## config.mk

```make
export PLATFORM = sky130hd
export DESIGN_NAME = pc_sequencer
export DESIGN_NICKNAME = d
export VERILOG_FILES = /design/src/rtl/pc_pkg.sv /design/src/rtl/pc_ras.sv /design/src/rtl/pc_sequencer.sv
export SDC_FILE = /design/constraint.sdc
export NUM_CORES = 1
export LEC_CHECK = 0
export CAP_MARGIN = 20
export CORE_MARGIN = 2
export CORE_UTILIZATION = 45
export CTS_CLUSTER_SIZE = 25
export DETAILED_ROUTE_END_ITERATION = 12
export HOLD_SLACK_MARGIN = 0.06
export MAX_ROUTING_LAYER = met4
export PLACE_DENSITY = 0.79
export SYNTH_ARGS = -nofsm -noshare
export SYNTH_HDL_FRONTEND = slang
export SYNTH_SLANG_ARGS = --single-unit
```

## constraint.sdc

```tcl
create_clock -name clk -period 4.4 [get_ports clk]
set_input_delay 1.1 -clock clk [delete_from_list [all_inputs] [get_ports clk]]
set_output_delay 1.1 -clock clk [all_outputs]
set_load 0.01 [all_outputs]
```

## src/rtl/pc_pkg.sv

```systemverilog
// Shared encodings for the program-counter sequencer: next-PC select codes,
// sequencer states and the fixed instruction step.
package pc_pkg;

    typedef enum logic [1:0] {
        PC_SEQ = 2'b00,
        PC_BR  = 2'b01,
        PC_J   = 2'b10,
        PC_JR  = 2'b11
    } pc_src_e;

    typedef enum logic {
        ST_RUN  = 1'b0,
        ST_HALT = 1'b1
    } pc_state_e;

    localparam int unsigned PC_STEP = 4;

endpackage

```

## src/rtl/pc_ras.sv

```systemverilog
// Return-address stack: circular buffer whose oldest entry is overwritten
// when full; push and pop together replace the top entry.
module pc_ras #(
    parameter int XLEN      = 32,
    parameter int RAS_DEPTH = 4
) (
    input  logic            clk,
    input  logic            reset,
    input  logic            push,
    input  logic            pop,
    input  logic [XLEN-1:0] din,
    output logic [XLEN-1:0] top,
    output logic            empty
);
    localparam int PW = (RAS_DEPTH > 1) ? $clog2(RAS_DEPTH) : 1;
    localparam int CW = $clog2(RAS_DEPTH + 1);
    localparam logic [CW-1:0] FULL_CNT = CW'(RAS_DEPTH);

    logic [XLEN-1:0] r_mem [RAS_DEPTH];
    logic [PW-1:0]   r_idx;
    logic [CW-1:0]   r_cnt;
    logic [PW-1:0]   w_idx_up;
    logic [PW-1:0]   w_wr_idx;

    // Depth is a power of two, so the index wraps on its own.
    assign w_idx_up = r_idx + 1'b1;
    assign w_wr_idx = pop ? r_idx : w_idx_up;

    // NOTE: sequential state uses non-blocking assignments so every register
    // samples the pre-edge values regardless of statement order.
    always_ff @(posedge clk) begin
        if (!reset) begin
            r_idx <= '0;
            r_cnt <= '0;
        end else if (push && !pop) begin
            r_idx <= w_idx_up;
            if (r_cnt != FULL_CNT)
                r_cnt <= r_cnt + 1'b1;
        end else if (pop && !push && r_cnt != '0) begin
            r_idx <= r_idx - 1'b1;
            r_cnt <= r_cnt - 1'b1;
        end
    end

    // NOTE: the entry array has no reset; validity is tracked by r_cnt alone,
    // which keeps the storage a plain register file / RAM.
    always_ff @(posedge clk) begin
        if (push)
            r_mem[w_wr_idx] <= din;
    end

    assign empty = (r_cnt == '0);
    assign top   = empty ? '0 : r_mem[r_idx];

endmodule

```

## src/rtl/pc_sequencer.sv

```systemverilog
// Program-counter sequencer with exception/eret, halt and an optional
// return-address stack (built when PC_SEQ_RAS_EN is defined).
module pc_sequencer
    import pc_pkg::*;
#(
    parameter int              XLEN      = 32,
    parameter logic [XLEN-1:0] RESET_VEC = '0,
    parameter logic [XLEN-1:0] EXC_VEC   = XLEN'(32'h0000_0180),
    parameter int              RAS_DEPTH = 4
) (
    input  logic            clk,
    input  logic            reset,
    input  logic            pc_wre,
    input  logic [1:0]      pc_src,
    input  logic            br_taken,
    input  logic [15:0]     imm16,
    input  logic [25:0]     addr26,
    input  logic [XLEN-1:0] rs_val,
    input  logic            exc_req,
    input  logic            eret,
    input  logic            halt,
    input  logic            call,
    input  logic            ret,
    output logic [XLEN-1:0] pc_out,
    output logic [XLEN-1:0] pc4,
    output logic [XLEN-1:0] epc,
    output logic [XLEN-1:0] ras_top,
    output logic            ras_empty,
    output logic            halted,
    output logic            misalign
);
    localparam logic [XLEN-1:0] STEP = XLEN'(PC_STEP);

    pc_state_e       r_state;
    pc_state_e       w_state_nxt;
    logic [XLEN-1:0] r_pc;
    logic [XLEN-1:0] r_pc4;
    logic [XLEN-1:0] r_epc;
    logic [XLEN-1:0] w_pc_nxt;
    logic [XLEN-1:0] w_epc_nxt;
    logic [XLEN-1:0] w_br_off;
    logic            w_src_upd;

    // Branch offset is in words: sign-extend and scale by four.
    assign w_br_off = {{(XLEN-18){imm16[15]}}, imm16, 2'b00};

    always_ff @(posedge clk) begin
        if (!reset) begin
            r_state <= ST_RUN;
            r_pc    <= RESET_VEC;
            r_pc4   <= RESET_VEC + STEP;
            r_epc   <= '0;
        end else begin
            r_state <= w_state_nxt;
            r_pc    <= w_pc_nxt;
            r_pc4   <= w_pc_nxt + STEP;
            r_epc   <= w_epc_nxt;
        end
    end

    // NOTE: every output of this block gets a default first, so no path can
    // leave a value unassigned and infer a latch.
    always_comb begin
        w_state_nxt = r_state;
        w_pc_nxt    = r_pc;
        w_epc_nxt   = r_epc;
        w_src_upd   = 1'b0;
        if (r_state == ST_RUN) begin
            if (exc_req) begin
                w_epc_nxt = r_pc;
                w_pc_nxt  = EXC_VEC;
            end else if (pc_wre && halt) begin
                w_state_nxt = ST_HALT;
            end else if (pc_wre && eret) begin
                w_pc_nxt = r_epc;
            end else if (pc_wre) begin
                w_src_upd = 1'b1;
                case (pc_src_e'(pc_src))
                    PC_SEQ:  w_pc_nxt = r_pc4;
                    PC_BR:   w_pc_nxt = br_taken ? r_pc4 + w_br_off : r_pc4;
                    PC_J:    w_pc_nxt = {r_pc4[XLEN-1:28], addr26, 2'b00};
                    PC_JR:   w_pc_nxt = rs_val;
                    default: w_pc_nxt = r_pc4;
                endcase
            end
        end
    end

`ifdef PC_SEQ_RAS_EN
    // Calls push the return address, which is the pc4 of the calling cycle.
    pc_ras #(
        .XLEN      (XLEN),
        .RAS_DEPTH (RAS_DEPTH)
    ) u_ras (
        .clk   (clk),
        .reset (reset),
        .push  (w_src_upd && call),
        .pop   (w_src_upd && ret),
        .din   (r_pc4),
        .top   (ras_top),
        .empty (ras_empty)
    );
`else
    localparam int unused_ras_depth = RAS_DEPTH;
    logic w_unused_ras;
    assign w_unused_ras = ^{call, ret, w_src_upd};
    assign ras_top      = '0;
    assign ras_empty    = 1'b1;
`endif

    assign pc_out   = r_pc;
    assign pc4      = r_pc4;
    assign epc      = r_epc;
    assign halted   = (r_state == ST_HALT);
    assign misalign = |r_pc[1:0];

endmodule

```

==> key figures, run 1 <==
Global route
  – Total grt overflow: 0
  – First-pass GRT wire length: a little under 50 mm
  – Initial antenna violation count: 0
  – Total GRT Usage: around 36%
  – Number of global-route vias before repair: about 9000
  – Pin count of the biggest net entering global routing: 36

Logic synthesis
  – Flops & latches, synth: 95
  – Synth async-reset ratio: 0%
  – Syn avg cell area: 7.39 sq um
  – Gate count of the mapped netlist: around 1000
  – Post-synth EDFFs: 0
  – Synth top area share: roughly 25%
  – Synthesized area: 0.00773 sq mm
  – Distinct cells, synth: 94
  – Synth Warn #: 0
  – Cell taking the most area after synthesis: dfxtp_1
  – Top_reg_cell synth: dfxtp_1
  – Register area share after synthesis: between 20% and 30%
  – Largest cells by area after synthesis: dfxtp_1, nand2_1, a21oi_1, ha_1, nor2_1

Placed design
  – Final GP Congestion: about 1
  – PortBufs: 180
  – HPWL Detailed: 25.8 mm
  – Inst Count DP: 1621

Worst setup path
  – Worst setup path end: pc4[30]$_SDFF_PN0_
  – Worst r2r src: pc4[2]$_SDFF_PN1_
  – Crit path launch type: primary input
  – Arrival time at the worst endpoint: between 4 and 5 ns
  – R2R setup slack: ~0.50 ns
  – Reg2Reg Depth: 14
  – Crit Path Max Fanout: 4
  – Crit Path Class: primary input to flop
  – Setup crit start: halt
  – CP required: about 4.6 ns
  – Setup crit end kind: flop
  – Critical R2R Capture: pc4[30]$_SDFF_PN0_

Final layout
  – ANT cells: 0
  – Most frequent cells in the layout: buf_4, clkdlybuf4s50_1, nand2_1
  – Fill count: approximately 1300
  – Layout cell share with drive strength beyond 1: between 20 and 25%
  – Fin nets: around 1500
  – Multi-input logic area: around 0.0057 sq mm
  – FF/Latch Area: 0.00190 sq mm
  – Commonest non-fill, non-tap cell in the layout: buf_4
  – Final Non-Filler Cells: between 1500 and 2000
  – Area delta synth->final: 53.4%

Clock network
  – CTS Buf Count: 9
  – TritonCTS Sinks: 95
  – Clock transition at path regs: 0.07 ns
  – Htree depth: 3
  – # hold bufs at CTS: 0
  – CTS tree: yes
  – Root Buffer: clkbuf_16
  – Clock Latency Late Sink: 0.35 ns
  – Maximum clock insertion buffer count: 2

Timing
  – Hold Vio Cnt, Final: 0
  – RSZ-0062 raised after global routing: yes
  – Final Setup Violations: 0
  – Post-Route Setup TNS: 0 ns
  – Period utilisation layout: 99.2%
  – Slew @ Worst Pin: 0.679 ns
  – Crit path time final: approximately 4.4 ns
  – Clock Skew: around 0.0086 ns
  – Final Max Slew Viols: 0
  – Max-slew headroom: 54.7%
  – FMAX: 229 MHz

Floorplanning
  – Die H: ~140 um
  – Cell Rows: 47
  – Die Wd: about 140 um
  – Die area: approximately 0.018 sq mm
  – Core Area: 0.0167 sq mm
  – Io pins: 216
  – Starting Density: 46.3%

Hold path
  – Hold Path Class: flop to flop
  – Hold wc startpoint: pc_out[2]$_SDFF_PN0_
  – Hold-critical path depth: 2

Route
  – WL final: between 30 and 40 mm
  – First-iteration detailed-routing DRC count: between 1000 and 1500
  – Via density: approximately 6.0
  – First-pass DRT Iterations: 5
  – # DRC: 0
  – Vias: roughly 9900
  – Wire length per cell: a little over 20 um
  – Detail Route Antenna Nets: 0

Power
  – Power Density: between 200 and 250 mW/mm^2
  – VDD IR-drop max: between 0.1 and 0.15 mV
  – Static Leak: 0.00484 uW
  – Tot Pwr: around 2500 uW

Job
  – Number of max-cap violations: 0

Outcome
  – Status: completed
synthesized netlist by cell type, types with 10 or more instances:
master and n:
a21oi_1 95, a221oi_1 12, a31oi_1 17, and2_1 21, buf_2 21, buf_4 41, clkbuf_1 24, dfxtp_1 95
ha_1 30, inv_1 21, mux2i_1 15, nand2_1 160, nand2b_1 14, nand3_1 19, nor2_1 90, nor2b_1 14
nor3_1 24, o211ai_1 16, o21a_1 16, o21ai_0 65, or3_1 16, xnor2_1 10, xor2_1 11
kinds of logic after synthesis:
logic type | count (synthesis) | share of synthesized area (%)
xor+xnor | 21 | 2.38
simple gates | 427 | 27.6
buf+inv | 115 | 8.12
fa+ha+maj | 31 | 5.11
mux | 24 | 3.25
flops | 95 | 24.6
other cells | 2 | 0.0971
compound gates | 332 | 28.8
how the worst min path moves through the flow:
stage                                 endpoint  slack, ns
after global routing       epc[0]$_SDFFE_PN0P_       0.50
final                      epc[2]$_SDFFE_PN0P_       0.47
after CTS                  epc[2]$_SDFFE_PN0P_       0.48
after detailed placement   epc[9]$_SDFFE_PN0P_       0.47
after floorplan           epc[30]$_SDFFE_PN0P_       0.49
after global placement    epc[28]$_SDFFE_PN0P_       0.46
what timing repair did:
| action | 4_1_cts | 5_1_grt |
|---|---|---|
| setup endpoints to repair | 11 | 7 |
| pin swaps | 9 | 25 |
| gates resized for setup | 27 | 39 |
| buffers inserted | 1 | 8 |
routing by layer:
metal  track usage [%]  vias to the layer above  wire length [um]
met5                 -                        -                 0
met3              5.67                      106              3710
li1                  -                     4516                 -
met4              13.0                        0              1110
met2              54.6                      672             14800
met1              48.8                     4591             13800
sequential cells by signal (all words and copies together) (netlist names):
register / flops
epc: 32
pc_out: 32
pc4: 30
halted: 1
where the power goes:
group          total [uW]  switching (uW)  internal (uW)
clock network         752             354            398
logic                 787             412            376
registers             911            31.5            879
total                2450             797           1650
critical path: stages:
cell and delay (ns):
clkdlybuf4s50_1 0.43, or4b_4 0.61, nor2_4 0.19, a222oi_1 0.15
inv_1 0.08, ha_2 0.18, or4b_4 0.49, nor4b_4 0.32
nand2_2 0.11, or3_4 0.44, nor3_4 0.19, mux2_4 0.31
stage by stage:
step | area (sq um) | hold WS (ns) | utilization [%] | setup WS, ns
2_1_floorplan | 7870 | 0.485 | - | 0.0132
5_1_grt | 11900 | 0.499 | 71.0 | -0.0227
3_5_place_dp | 11200 | 0.467 | 67.1 | -0.675
6_report | 11900 | 0.472 | 71.0 | 0.0357
3_3_place_gp | 11200 | 0.460 | 67.1 | -0.661
4_1_cts | 11600 | 0.479 | 69.6 | 0.00320
area by class of cell:
class	instances	share of cell area (%)
clock inverter	5	0.285
clock buffer	11	2.05
inverter	23	0.728
tap	220	2.32
multi-input combinational	868	47.7
timing repair buffer	424	30.9
sequential	95	16.0
No activity file was read; power rests on OpenSTA's default activity.
==> run 2, diff against run 1 <==
Settings changed: ABC_AREA from default to 1, CELL_PAD_IN_SITES_DETAIL_PLACEMENT from default to 2, CELL_PAD_IN_SITES_GLOBAL_PLACEMENT from default to 2, CORE_UTILIZATION 45 to 23, CTS_BUF_LIST from default to sky130_fd_sc_hd__clkbuf_4, PLACE_DENSITY 0.79 to default, PLACE_DENSITY_LB_ADDON from default to 0.1.
==> key figures, run 2 <==
Floorplanning
  – Starting Density: 23.2% (-23 points)
  – Io pins: 216 (unchanged)
  – Cell Rows: 70 (+49%)
  – Die H: 195 um (+45%)
  – Die Wd: 195 um (+45%)
  – Die area: 0.0382 sq mm (+110%)
  – Core Area: 0.0363 sq mm (+120%)

Timing
  – Clock Skew: 0.0358 ns (+0.0272 ns)
  – RSZ-0062 raised after global routing: no
  – Slew @ Worst Pin: 0.949 ns (+0.269 ns)
  – Final Max Slew Viols: 0 (unchanged)
  – Final Setup Violations: 0 (unchanged)
  – Period utilisation layout: 93.9% (-5.3 points)
  – Hold_ws: 0.505 ns (+0.0338 ns)
  – Max-slew headroom: 36.4% (-18 points)
  – Crit path time final: 4.13 ns (-0.233 ns)
  – Worst Setup Slack, final: 0.268 ns (+0.233 ns)
  – Hold Vio Cnt, Final: 0 (unchanged)
  – FMAX: 242 MHz (+5.6%)

Worst setup path
  – Reg2Reg Depth: 23 (+9)
  – Critical R2R Capture: pc4[26]$_SDFF_PN0_
  – Crit Path Max Fanout: 7 (+3)
  – Worst r2r src: pc4[2]$_SDFF_PN1_
  – Crit path launch type: primary input
  – CP required: 4.80 ns (+0.16 ns)
  – Crit Path Class: primary input to flop
  – Arrival time at the worst endpoint: 4.53 ns (-0.07 ns)
  – Setup crit end kind: flop
  – R2R setup slack: 0.97 ns (+0.47 ns)

Global route
  – Total grt overflow: 0 (unchanged)
  – Total GRT Usage: 22.3% (-14 points)
  – Initial antenna violation count: 1 (+1)
  – Pin count of the biggest net entering global routing: 61 (+69%)
  – First-pass GRT wire length: 64.1 mm (+29%)
  – Number of global-route vias before repair: 11000 (+21%)

Final layout
  – Area delta synth->final: 34.2%
  – Most frequent cells in the layout: nand2_1, inv_1, clkdlybuf4s50_1
  – Fill count: 4614 (+250%)
  – Fin nets: 1879 (+22%)
  – Commonest non-fill, non-tap cell in the layout: nand2_1
  – Layout cell share with drive strength beyond 1: 9.05% (-15 points)
  – Finished Cell Area: 0.0113 sq mm (-4.7%)
  – Final Non-Filler Cells: 2237 (+36%)

Route
  – Detail Route Antenna Nets: 0 (unchanged)
  – Vias: 10300 (+3.7%)
  – WL final: 40.9 mm (+22%)
  – First-iteration detailed-routing DRC count: 304 (-71%)
  – # DRC: 0 (unchanged)
  – First-pass DRT Iterations: 4 (-1)
  – Wire length per cell: 18.3 um (-9.9%)
  – Via density: 4.58 (-24%)

Clock network
  – Clock transition at path regs: 0.16 ns (+0.09 ns)
  – CTS Buf Count: 9 (unchanged)
  – TritonCTS Sinks: 95 (unchanged)
  – Htree depth: 3 (unchanged)
  – Clock Latency Late Sink: 0.50 ns (+0.15 ns)
  – Maximum clock insertion buffer count: 2 (unchanged)
  – Root Buffer: clkbuf_4
  – CTS tree: yes
  – # hold bufs at CTS: 0 (unchanged)

Logic synthesis
  – Largest cells by area after synthesis: nand2_1, dfxtp_1, inv_1, a21oi_1, nor2_1
  – Synth Warn #: 0 (unchanged)
  – Cell taking the most area after synthesis: nand2_1
  – Flops & latches, synth: 95 (unchanged)
  – Top-count cell post-synth: nand2_1
  – Synth cell count leaders: nand2_1, inv_1, nor2_1, a21oi_1, dfxtp_1
  – Synthesized area: 0.00842 sq mm (+8.9%)
  – Synth async-reset ratio: 0% (unchanged)
  – Syn avg cell area: 5.48 sq um (-26%)
  – Post-synth EDFFs: 0 (unchanged)
  – Register area share after synthesis: 22.6% (-2.0 points)
  – Distinct cells, synth: 43 (-54%)
  – Synth top area share: 23.8% (-0.74 points)
  – Gate count of the mapped netlist: 1536 (+47%)
  – Top_reg_cell synth: dfxtp_1

Hold path
  – Worst Hold End: epc[2]$_SDFFE_PN0P_
  – Hold Path Class: flop to flop
  – Hold-critical path depth: 2 (unchanged)
  – Hold wc startpoint: pc_out[2]$_SDFF_PN0_

Placed design
  – Setup WS pre-CTS: -0.350 ns (+0.325 ns)
  – HPWL Detailed: 33.8 mm (+31%)
  – Final GP Congestion: 0.813 (-18%)
  – Inst Count DP: 2219 (+37%)
  – Placement Cell Area: 0.0111 sq mm (-0.81%)
  – PortBufs: 180 (unchanged)

Outcome
  – Status: completed

Power
  – Power Density: 216 mW/mm^2 (+4.6%)
  – Static Leak: 0.00573 uW (+18%)
  – VDD IR-drop max: 0.112 mV (-17%)

Job
  – Number of max-cap violations: 0 (unchanged)
[run 2: cell count changes in the layout (fill, tap and decap cells not counted), sizes merged, moves of 18 or more]
cell	delta
inv	+206
o211ai	-18
buf	-150
and2	-19
o21ai	+27
a21oi	+66
nand2	+377
nor2	+78
nand3	+44
[run 2: report_power, final]
group | switching, uW | internal [uW]
Clock | 336 | 178
Sequential | 62.5 | 911
Combinational | 568 | 387
[run 2: critical path, stage by stage]
cell and delay (ns):
clkdlybuf4s50_1 0.47, ha_2 0.20, inv_1 0.05, fa_1 0.45, o21ai_1 0.16, nand2_1 0.12, nand2_1 0.08, nand2_1 0.05
o21ai_1 0.10, nand2_1 0.11, nand2_2 0.10, ha_1 0.16, inv_1 0.05, nor2_1 0.14, nand2_1 0.10, nor2_2 0.12
nand3_2 0.12, nor2_4 0.11, nand4_1 0.23, nor2_2 0.16, buf_4 0.15, nand2_1 0.07, nand2_1 0.06, o21ai_1 0.06
[run 2: through the flow]
step	setup TNS [ns]	util, %	power, uW
4_1_cts	0	31.0	2470
3_3_place_gp	-1.92	30.6	1920
5_1_grt	0	31.1	2620
2_1_floorplan	0	-	1490
3_5_place_dp	-4.77	30.6	1950
6_report	0	31.1	2440
[run 2: logic make-up after synthesis]
logic type                 Yosys count  share of synthesized area (%)
other                                2                         0.0892
adders and majority gates           31                           4.70
xor gates and xnor gates             3                          0.312
buffers and inverters              321                           16.3
AOI/OAI and AO/OA                  271                           16.6
DFF                                 95                           22.6
and+or+nand+nor                    813                           39.3
[run 2: layout make-up]
| cell class | instances | area [sq um] | area share (%) |
|---|---|---|---|
| diodes | 1 | 2.50 | 0.0221 |
| clock buffers | 10 | 75.1 | 0.664 |
| clock inverters | 6 | 60.1 | 0.531 |
| inverters | 231 | 867 | 7.67 |
| multi-input cells | 1151 | 5300 | 46.9 |
| flip-flops and latches | 95 | 1900 | 16.8 |
| well taps | 468 | 586 | 5.18 |
| repair buffers | 275 | 2510 | 22.2 |
[run 2: per-layer routing]
metal | global-route usage, % | vias up | wire, um
li1 | - | 5155 | -
met1 | 30.6 | 4945 | 20500
met2 | 36.5 | 134 | 18900
met3 | 1.33 | 21 | 935
met4 | 3.93 | 0 | 441
met5 | - | - | 0
[run 2: worst max-delay path by stage]
stage          depth (start not counted)  slack (ns)      from                  to
2_1_floorplan                         25        0.75  imm16[0]  pc4[28]$_SDFF_PN0_
3_3_place_gp                          27       -0.18  imm16[0]  pc4[31]$_SDFF_PN0_
3_5_place_dp                          27       -0.35  imm16[0]  pc4[31]$_SDFF_PN0_
4_1_cts                               27        0.20  imm16[0]  pc4[31]$_SDFF_PN0_
5_1_grt                               24        0.01  imm16[0]  pc4[26]$_SDFF_PN0_
6_report                              24        0.27  imm16[0]  pc4[26]$_SDFF_PN0_
[run 2: timing repair]
action | CTS | global route
setup endpoints to repair | 0 | 14
resized for setup | 0 | 12
setup buffers | 0 | 1
hold endpoints to repair | 0 | 0
